[config.mk]
export PLATFORM = sky130hd
export DESIGN_NAME = bw_dot_accum
export DESIGN_NICKNAME = d
export VERILOG_FILES = /design/src/rtl/bw_pkg.sv /design/src/rtl/baugh_wooley.sv /design/src/rtl/bw_dot_accum.sv
export SDC_FILE = /design/constraint.sdc
export NUM_CORES = 1
export LEC_CHECK = 0
export BUFFER_PORTS_ARGS = -buffer_cell sky130_fd_sc_hd__buf_2
export CAP_MARGIN = 20
export CORE_UTILIZATION = 35
export CTS_CLUSTER_SIZE = 14
export DETAILED_ROUTE_END_ITERATION = 10
export PLACE_DENSITY = 0.57
export SYNTH_ARGS = -nofsm -noshare
export SYNTH_HDL_FRONTEND = slang
export SYNTH_SLANG_ARGS = --single-unit
[constraint.sdc]
create_clock -name clk_i -period 5.87 [get_ports clk_i]
set_input_delay 1.174 -clock clk_i [delete_from_list [all_inputs] [get_ports clk_i]]
set_output_delay 1.174 -clock clk_i [all_outputs]
set_load 0.01 [all_outputs]
[src/rtl/bw_pkg.sv]
// Shared FSM state type and width helper for the Baugh-Wooley dot-product accumulator.
package bw_pkg;

    typedef enum logic [1:0] {
        S_ACC   = 2'd0,
        S_DRAIN = 2'd1,
        S_OUT   = 2'd2
    } bw_state_e;

    // Product width plus enough guard bits that p_len worst-case products cannot overflow.
    function automatic int acc_width(input int width, input int len);
        return 2 * width + $clog2(len);
    endfunction

endpackage

[src/rtl/baugh_wooley.sv]
// Combinational signed multiplier built from a Baugh-Wooley partial-product array.
module baugh_wooley #(
    parameter int p_width = 8
) (
    input  logic signed [p_width-1:0]   a_i,
    input  logic signed [p_width-1:0]   b_i,
    output logic signed [2*p_width-1:0] product_o
);

    logic [2*p_width-1:0] sum;
    logic [2*p_width-1:0] term;
    logic                 pp;

    // Partial products that pair exactly one sign bit with a magnitude bit are inverted,
    // and the two correction constants at bits p_width and 2*p_width-1 restore the sign.
    always_comb begin
        sum  = '0;
        term = '0;
        pp   = 1'b0;
        for (int i = 0; i < p_width; i++) begin
            for (int j = 0; j < p_width; j++) begin
                pp = a_i[i] & b_i[j];
                if ((i == p_width - 1) != (j == p_width - 1)) begin
                    pp = ~pp;
                end
                term        = '0;
                term[i + j] = pp;
                sum         = sum + term;
            end
        end
        term                = '0;
        term[p_width]       = 1'b1;
        term[2*p_width - 1] = 1'b1;
        sum                 = sum + term;
    end

    assign product_o = sum;

endmodule

[src/rtl/bw_dot_accum.sv]
// Streaming signed dot-product engine: one registered term per cycle feeds a single
// Baugh-Wooley multiplier whose product is added into a full-width accumulator.
module bw_dot_accum
    import bw_pkg::*;
#(
    parameter int p_width = 8,
    parameter int p_len   = 4
) (
    input  logic                                       clk_i,
    input  logic                                       rst_ni,
    input  logic                                       clear_i,
    input  logic                                       valid_i,
    output logic                                       ready_o,
    input  logic signed [p_width-1:0]                  a_i,
    input  logic signed [p_width-1:0]                  b_i,
    output logic                                       valid_o,
    input  logic                                       ready_i,
    output logic signed [acc_width(p_width, p_len)-1:0] acc_o
);

    localparam int AccW = acc_width(p_width, p_len);
    localparam int ExtW = AccW - 2 * p_width;
    localparam int CntW = $clog2(p_len + 1);
    localparam logic [CntW-1:0] LastCnt = CntW'(p_len - 1);

    bw_state_e                  state_q, state_d;
    logic [CntW-1:0]            count_q, count_d;
    logic signed [AccW-1:0]     acc_q, acc_d;
    logic                       op_valid_q, op_valid_d;
    logic signed [p_width-1:0]  op_a_q, op_a_d;
    logic signed [p_width-1:0]  op_b_q, op_b_d;
    logic                       ready_q, ready_d;
    logic                       valid_q, valid_d;
    logic signed [2*p_width-1:0] product;
    logic signed [AccW-1:0]     product_ext;

    baugh_wooley #(.p_width(p_width)) u_mult (
        .a_i       (op_a_q),
        .b_i       (op_b_q),
        .product_o (product)
    );

    assign product_ext = {{ExtW{product[2*p_width-1]}}, product};

    always_comb begin
        state_d    = state_q;
        count_d    = count_q;
        acc_d      = acc_q;
        op_valid_d = 1'b0;
        op_a_d     = op_a_q;
        op_b_d     = op_b_q;

        // The product of the previously captured term lands regardless of state.
        if (op_valid_q) begin
            acc_d = acc_q + product_ext;
        end

        case (state_q)
            S_ACC: begin
                if (valid_i) begin
                    op_a_d     = a_i;
                    op_b_d     = b_i;
                    op_valid_d = 1'b1;
                    count_d    = count_q + CntW'(1);
                    if (count_q == LastCnt) begin
                        state_d = S_DRAIN;
                    end
                end
            end
            S_DRAIN: begin
                state_d = S_OUT;
            end
            S_OUT: begin
                if (ready_i) begin
                    state_d = S_ACC;
                    acc_d   = '0;
                    count_d = '0;
                end
            end
            default: begin
                state_d = S_ACC;
            end
        endcase

        if (clear_i) begin
            state_d    = S_ACC;
            count_d    = '0;
            acc_d      = '0;
            op_valid_d = 1'b0;
        end

        ready_d = (state_d == S_ACC);
        valid_d = (state_d == S_OUT);
    end

    always_ff @(posedge clk_i) begin
        if (!rst_ni) begin
            state_q    <= S_ACC;
            count_q    <= '0;
            acc_q      <= '0;
            op_valid_q <= 1'b0;
            op_a_q     <= '0;
            op_b_q     <= '0;
            ready_q    <= 1'b1;
            valid_q    <= 1'b0;
        end else begin
            state_q    <= state_d;
            count_q    <= count_d;
            acc_q      <= acc_d;
            op_valid_q <= op_valid_d;
            op_a_q     <= op_a_d;
            op_b_q     <= op_b_d;
            ready_q    <= ready_d;
            valid_q    <= valid_d;
        end
    end

    assign ready_o = ready_q;
    assign valid_o = valid_q;
    assign acc_o   = acc_q;

endmodule
# == Yosys cells after proc, flatten, opt, wreduce, memory -nomap -nowiden ==
# Index checks and enable logic that the tools add are counted.
# op_classes
addsub,66
eq_ne,6
bitwise,80
n_shift,0
n_lt_le_gt_ge,0
reduce_logical,7
mul,0
n_div,0
mux,12
# ops
cell,count
adder 16 x 8 -> 16 bit,8
adder 16 x 7 -> 16 bit,7
adder 16 x 9 -> 16 bit,7
adder 16 x 10 -> 16 bit,6
adder 16 x 6 -> 16 bit,6
adder 16 x 11 -> 16 bit,5
adder 16 x 5 -> 16 bit,5
adder 16 x 12 -> 16 bit,4
adder 16 x 4 -> 16 bit,4
AND 1 bit,64
two-way mux 18 bit,3
adder 16 x 13 -> 16 bit,3
adder 16 x 3 -> 16 bit,3
adder 16 x 14 -> 16 bit,2
adder 18 x 16 -> 18 bit,1
adder 16 x 15 -> 16 bit,1
"adder 16 bit, second input constant",1
adder 16 x 2 -> 16 bit,1
inverter 1 bit,16
two-way mux 2 bit,4
two-way mux 3 bit,2
one-hot mux 2 bit (3 select lines),1
one-hot mux 3 bit (2 select lines),1
"== test 2 bit, second input constant",2
12 further kinds,14
# word_totals
romBits,0
ram_bits,0
n_memories,0
register_bits,42
output_inout_bits,20
word_cells,179
latchBits,0

# == Longest topological paths before layout ==
# logic_depth
depth_word,69
mapped_depth,26
depth_no_buf,25

# == By module ==
# A second synthesis with hierarchy kept.
# unflattened
cells_unflattened,516
area_unflattened_um2,4489.3
# modules_own_cells
module,cells_each,seq_area_each_um2,n_inst,area_each_um2
bw_dot_accum,278,840.8,1,2416.1
baugh_wooley,238,0.0,1,2073.2

# == Worst setup path before layout ==
# OpenSTA, ideal clock, no wires.
# synth_timing
path_type,reg-to-reg
startpoint,reg op_a_q[7]
endpoint,"reg acc_q[17], in the netlist acc_o[17]"
path_slack_ns,0.324
synth_period_minus_slack_ns,5.546
t_arrival_ns,5.430
n_path_buf,2
stages_incl_launch_ff,22
required_time_ns,5.754
path_cell_list,dfxtp_1 clkbuf_1 nand2_1 fa_1 fa_1 fa_1 fa_1 ha_1 a21oi_1 o21bai_1 a21oi_1 o21ai_0 o311ai_1 ha_1 buf_6 a21o_1 a211o_1 a41oi_1 o22ai_2 xnor2_1 a21oi_1 a31o_1
# synth_via
elab_chain_cells,15
word_cells_on_any_way,28
cone_classes,10 x add/sub; 3 x mux; 15 x bitwise
# synth_lines
item,line_no,text
start: declaration,bw_dot_accum.sv:30,"logic signed [p_width-1:0] op_a_q, op_a_d;"
start signal: assignment,bw_dot_accum.sv:111,op_a_q <= op_a_d;
AND 1 bit,baugh_wooley.sv:22,pp = a_i[i] & b_i[j];
inverter 1 bit,baugh_wooley.sv:24,pp = ~pp;
adder 16 x 8 -> 16 bit,baugh_wooley.sv:28,sum = sum + term;
adder 16 x 9 -> 16 bit,baugh_wooley.sv:28,
adder 16 x 10 -> 16 bit,baugh_wooley.sv:28,
adder 16 x 11 -> 16 bit,baugh_wooley.sv:28,
adder 16 x 12 -> 16 bit,baugh_wooley.sv:28,
adder 16 x 13 -> 16 bit,baugh_wooley.sv:28,
adder 16 x 14 -> 16 bit,baugh_wooley.sv:28,
adder 16 x 15 -> 16 bit (*),baugh_wooley.sv:28,
adder 16 bit (*),baugh_wooley.sv:34,sum = sum + term;
adder 18 x 16 -> 18 bit (*),bw_dot_accum.sv:55,acc_d = acc_q + product_ext;
two-way mux 18 bit (*),bw_dot_accum.sv:54,if (op_valid_q) begin
two-way mux 18 bit,bw_dot_accum.sv:74,if (ready_i) begin
two-way mux 18 bit (*),bw_dot_accum.sv:58,case (state_q)
end signal: assignment,bw_dot_accum.sv:100,acc_q <= '0;
end signal: assignment,bw_dot_accum.sv:109,acc_q <= acc_d;
end: declaration,bw_dot_accum.sv:28,"logic signed [AccW-1:0] acc_q, acc_d;"
# Mark *: on every way between the ends. The rest lies on a longest branch, timed or not.
# A chain may end at the register's enable or synchronous reset.

# == Final worst setup path ==
# layout_timing
startpoint,reg op_a_q[5]
endpoint,"reg acc_q[17], in the netlist acc_o[17]"
# layout_via
elab_chain_cells,30
word_cells_on_any_way,38
cone_classes,26 x add/sub; 3 x mux; 9 x bitwise
# layout_lines
item,line_no
AND 1 bit,baugh_wooley.sv:22
adder 16 x 6 -> 16 bit,baugh_wooley.sv:28
adder 16 x 7 -> 16 bit,baugh_wooley.sv:28
adder 16 x 8 -> 16 bit,baugh_wooley.sv:28
adder 16 x 9 -> 16 bit,baugh_wooley.sv:28
adder 16 x 10 -> 16 bit,baugh_wooley.sv:28
adder 16 x 11 -> 16 bit,baugh_wooley.sv:28
adder 16 x 12 -> 16 bit,baugh_wooley.sv:28
[14 not listed],--
adder 16 x 13 -> 16 bit (*),baugh_wooley.sv:28
adder 16 x 14 -> 16 bit (*),baugh_wooley.sv:28
adder 16 x 15 -> 16 bit (*),baugh_wooley.sv:28
adder 16 bit (*),baugh_wooley.sv:34
adder 18 x 16 -> 18 bit (*),bw_dot_accum.sv:55
two-way mux 18 bit (*),bw_dot_accum.sv:54
two-way mux 18 bit,bw_dot_accum.sv:74
two-way mux 18 bit (*),bw_dot_accum.sv:58
# Marked as above.

==> impl_results.md <==
- Final setup fails: 0
- Clk sinks: 42
- 1st-iter DRT viols: between 100 and 150
- Crit-path cells: and2_1 -> fa_1 -> fa_1 -> fa_1 -> inv_1 -> fa_1 -> inv_1 -> ha_1 -> o21ai_2 -> a2111o_1 -> and2_4 -> a211oi_4 -> inv_2 -> ha_1 -> nor2_1 -> or3_2 -> o22ai_2 -> xnor2_2 -> a21oi_1 -> a31o_1
- Most used flip-flop cell after synthesis: dfxtp_1
- H-tree levels: 2
- Total Nets Final: between 600 and 700
- Setup crit end kind: flop
- Worst hold path class: flop to flop
- Clock Root Buffer: clkbuf_16
- Fin crit period: about 5.6 ns
- Crit path buf inv count: 3
- CTS tree: done
- Proportion of layout cells with a drive suffix above 1: between 10% and 20%
- Post-synth EDFFs: 0
- Gate Count Post-Synth: 499
- Fin crit share: a little over nine tenths
- Synth warnings: 0
- Vias in the first global route: roughly 3,400
- Area contributors post-synth: dfxtp_1, fa_1, ha_1
- Wirelength per Cell: 12.92 um
- Core box area: about 12,000 um2
- Reg2Reg Launch Point: op_a_q[5]
- Most common cell after layout, fill and taps aside: nand2_1
- Most frequent cells in the layout: nand2_1, ha_1, inv_1
- Worst Max-Slew Pin Slew: ~0.96 ns
- DR DRC count: 0
- Largest net degree at the start of global routing: 28
- Die H: about 110 um
- Power Density: between 200 and 250 nW/um2
- Die area: approximately 13,000 um2
- Final GP Congestion: ~0.83
- Clock Skews: about 0.0086 ns
- DRT Wirelength: between 9 and 10 mm
- Cell Rows: 40
- Post-Place Setup Slack: -0.02358 ns
- Register area share after synthesis: between 10% and 20%
- First drt pass iteration count: 4
- Fill cells: about 1,200
- Crit Path Category: flop to flop
- DRT antenna net count: 0
- First-pass GRT wire length: 15.48 mm
- # Max-Cap Violations: 0
- Reg-to-Reg End: acc_o[17]
- RSZ-0062 raised after global routing: false
- Hpwl dp: between 7 and 8 mm
- Final Hold Viols: 0
- # placed instances: around 700
- Syn_nets: 610
- Synth-to-layout area growth: 14.90%
- Async set-reset flop share out of synthesis: 0%
- N_diodes: 0
- CTS Buf Count: 5
- CP startpoint kind: flop
- Clock-pin slew on the worst setup and hold paths: 0.06 ns
- Cts hold-fix bufs: 0
- R2R depth: 20
- Cell Area, Synth: 4375 um2
- Pins over their slew limit: 0
- Highest clock rate: 178.8 MHz
- Slack of the critical path: 0.2767 ns
- CP dominant cell by count: fa_1
- CP delay by family, top: adder cells
- Initial antenna violation count: 0
- Max incr delay on CP: about 0.56 ns
- Status: completed
- Die width: 113.8 um
- Pwr Total: ~1100 uW
- IO Count: 41
- Crit path required time: 6.05 ns
- Distinct cells, synth: 59
- Most area-hungry cell type in the Yosys netlist: dfxtp_1
- Worst hold start: acc_o[13]
- Gr usage total: 14.82%
- Origin of the worst setup path: op_a_q[5]
- Post-Layout Cell Count: ~710
- Reg2reg setup slack: about 0.28 ns
- Grt total ovfl: 0
- CP max stage cell: fa_1
- Hold Path End: acc_o[13]
- WP data arrival: a little under 6 ns
- Initial core utilization: between 30 and 40%
- Vias: about 3,500
- Critical Path Fanout Max: 9
- Clock latency on the worst-skew pair: ~0.29 ns
- Max VDD drop: between 0.1 and 0.15 mV
- Port Buf Inserts: 40
- Slew headroom: between 30% and 40%
- Leak Pwr: between 0.002 and 0.0025 uW
- CTS max path bufs: 2
- Via density: 4.934
- Setup_tns: 0 ns
- Register bit total from synthesis: 42
- Mean area per synthesized cell: 8.768 um2
- Hold Path Depth: 2
- Area share of the largest cell type after synthesis: roughly 19%
-- area by class of cell --
class	instances	area [um2]	share of cell area, %
multi-input combinational	392	3309	65.83
sequential	42	857.1	17.05
timing repair buffer	53	297.8	5.923
tap	168	210.2	4.181
inverter	49	183.9	3.659
clock buffer	6	138.9	2.763
clock inverter	1	30.03	0.5973
-- cell usage after synthesis, types with 3 or more instances --
cell,count
fa_1,39
a21o_1,9
nand3_1,8
mux2i_1,7
a21boi_0,18
a21oi_1,22
dfxtp_1,42
nand2_1,66
o21bai_1,3
or3_1,3
o21ai_0,7
nor3_1,6
clkbuf_1,9
nor2_1,20
buf_6,3
ha_1,51
xnor2_1,11
nor2b_1,6
inv_1,49
a211o_1,3
nand2b_1,9
nand3b_1,4
a211oi_1,3
nor3b_1,4
o21a_1,8
o21ai_1,4
and2_1,47
-- tightest hold or removal path, stage by stage (launching register included) --
cell and delay, ns:
dfxtp_1 0.33, nand2_1 0.06, o21ai_1 0.05
-- stage by stage --
stage | hold WS, ns | utilization, % | cell area, um2
after floorplan | 0.4459 | - | 4375
after detailed placement | 0.4734 | 39.54 | 4788
after global placement | 0.4538 | 39.54 | 4788
after CTS | 0.4813 | 40.94 | 4959
final | 0.4817 | 41.51 | 5027
after global routing | 0.5046 | 41.51 | 5027
-- routing by layer --
layer	vias to the layer above	GRT usage [%]	wire, um
li1	1752	-	-
met1	1700	18.95	4146
met2	42	25.98	4708
met3	14	1.753	170
met4	0	4.848	158
met5	-	0	0
-- cells by family (layout without fill, tap and decap cells) --
family,after synthesis,count (layout),synth area share (%)
flip-flops,42,42,19.22
AND/OR/NAND/NOR,185,185,21.85
XOR/XNOR,13,13,2.602
adder cells (fa/ha/maj),90,90,32.43
buffers and inverters,65,109,6.320
AO/OA/AOI/OAI,97,97,15.99
multiplexers,7,7,1.601
-- report_power, final --
part	leakage [uW]	internal, uW	switching, uW	total [uW]
Combinational	0.00195	213	250	462
Sequential	0.000346	296	14.5	310
Clock	0.0000829	210	113	323
Total	0.00238	718	378	1100
-- registers in the layout (all words and copies together) (netlist names) --
| signal | flops |
|---|---|
| state_q | 2 |
| acc_o | 18 |
| op_a_q | 8 |
| count_q | 3 |
| op_b_q | 8 |
| op_valid_q | 1 |
| ready_o | 1 |
| valid_o | 1 |
-- timing repair --
| item | 4_1_cts | 5_1_grt |
|---|---|---|
| setup endpoints to repair | 1 | 2 |
| gates resized for setup | 2 | 20 |
| setup buffers | 0 | 1 |
| pin swaps | 1 | 1 |
-- how the worst max path moves through the flow --
stage	endpoint	slack, ns	depth (start not counted)
detailed placement	acc_o[17]	-0.02	19
global placement	acc_o[17]	0.04	19
finish	acc_o[17]	0.28	20
CTS	acc_o[17]	0.06	19
global route	acc_o[17]	0.01	20
floorplan	acc_o[17]	0.32	21
(Power assumes the default switching activity.)
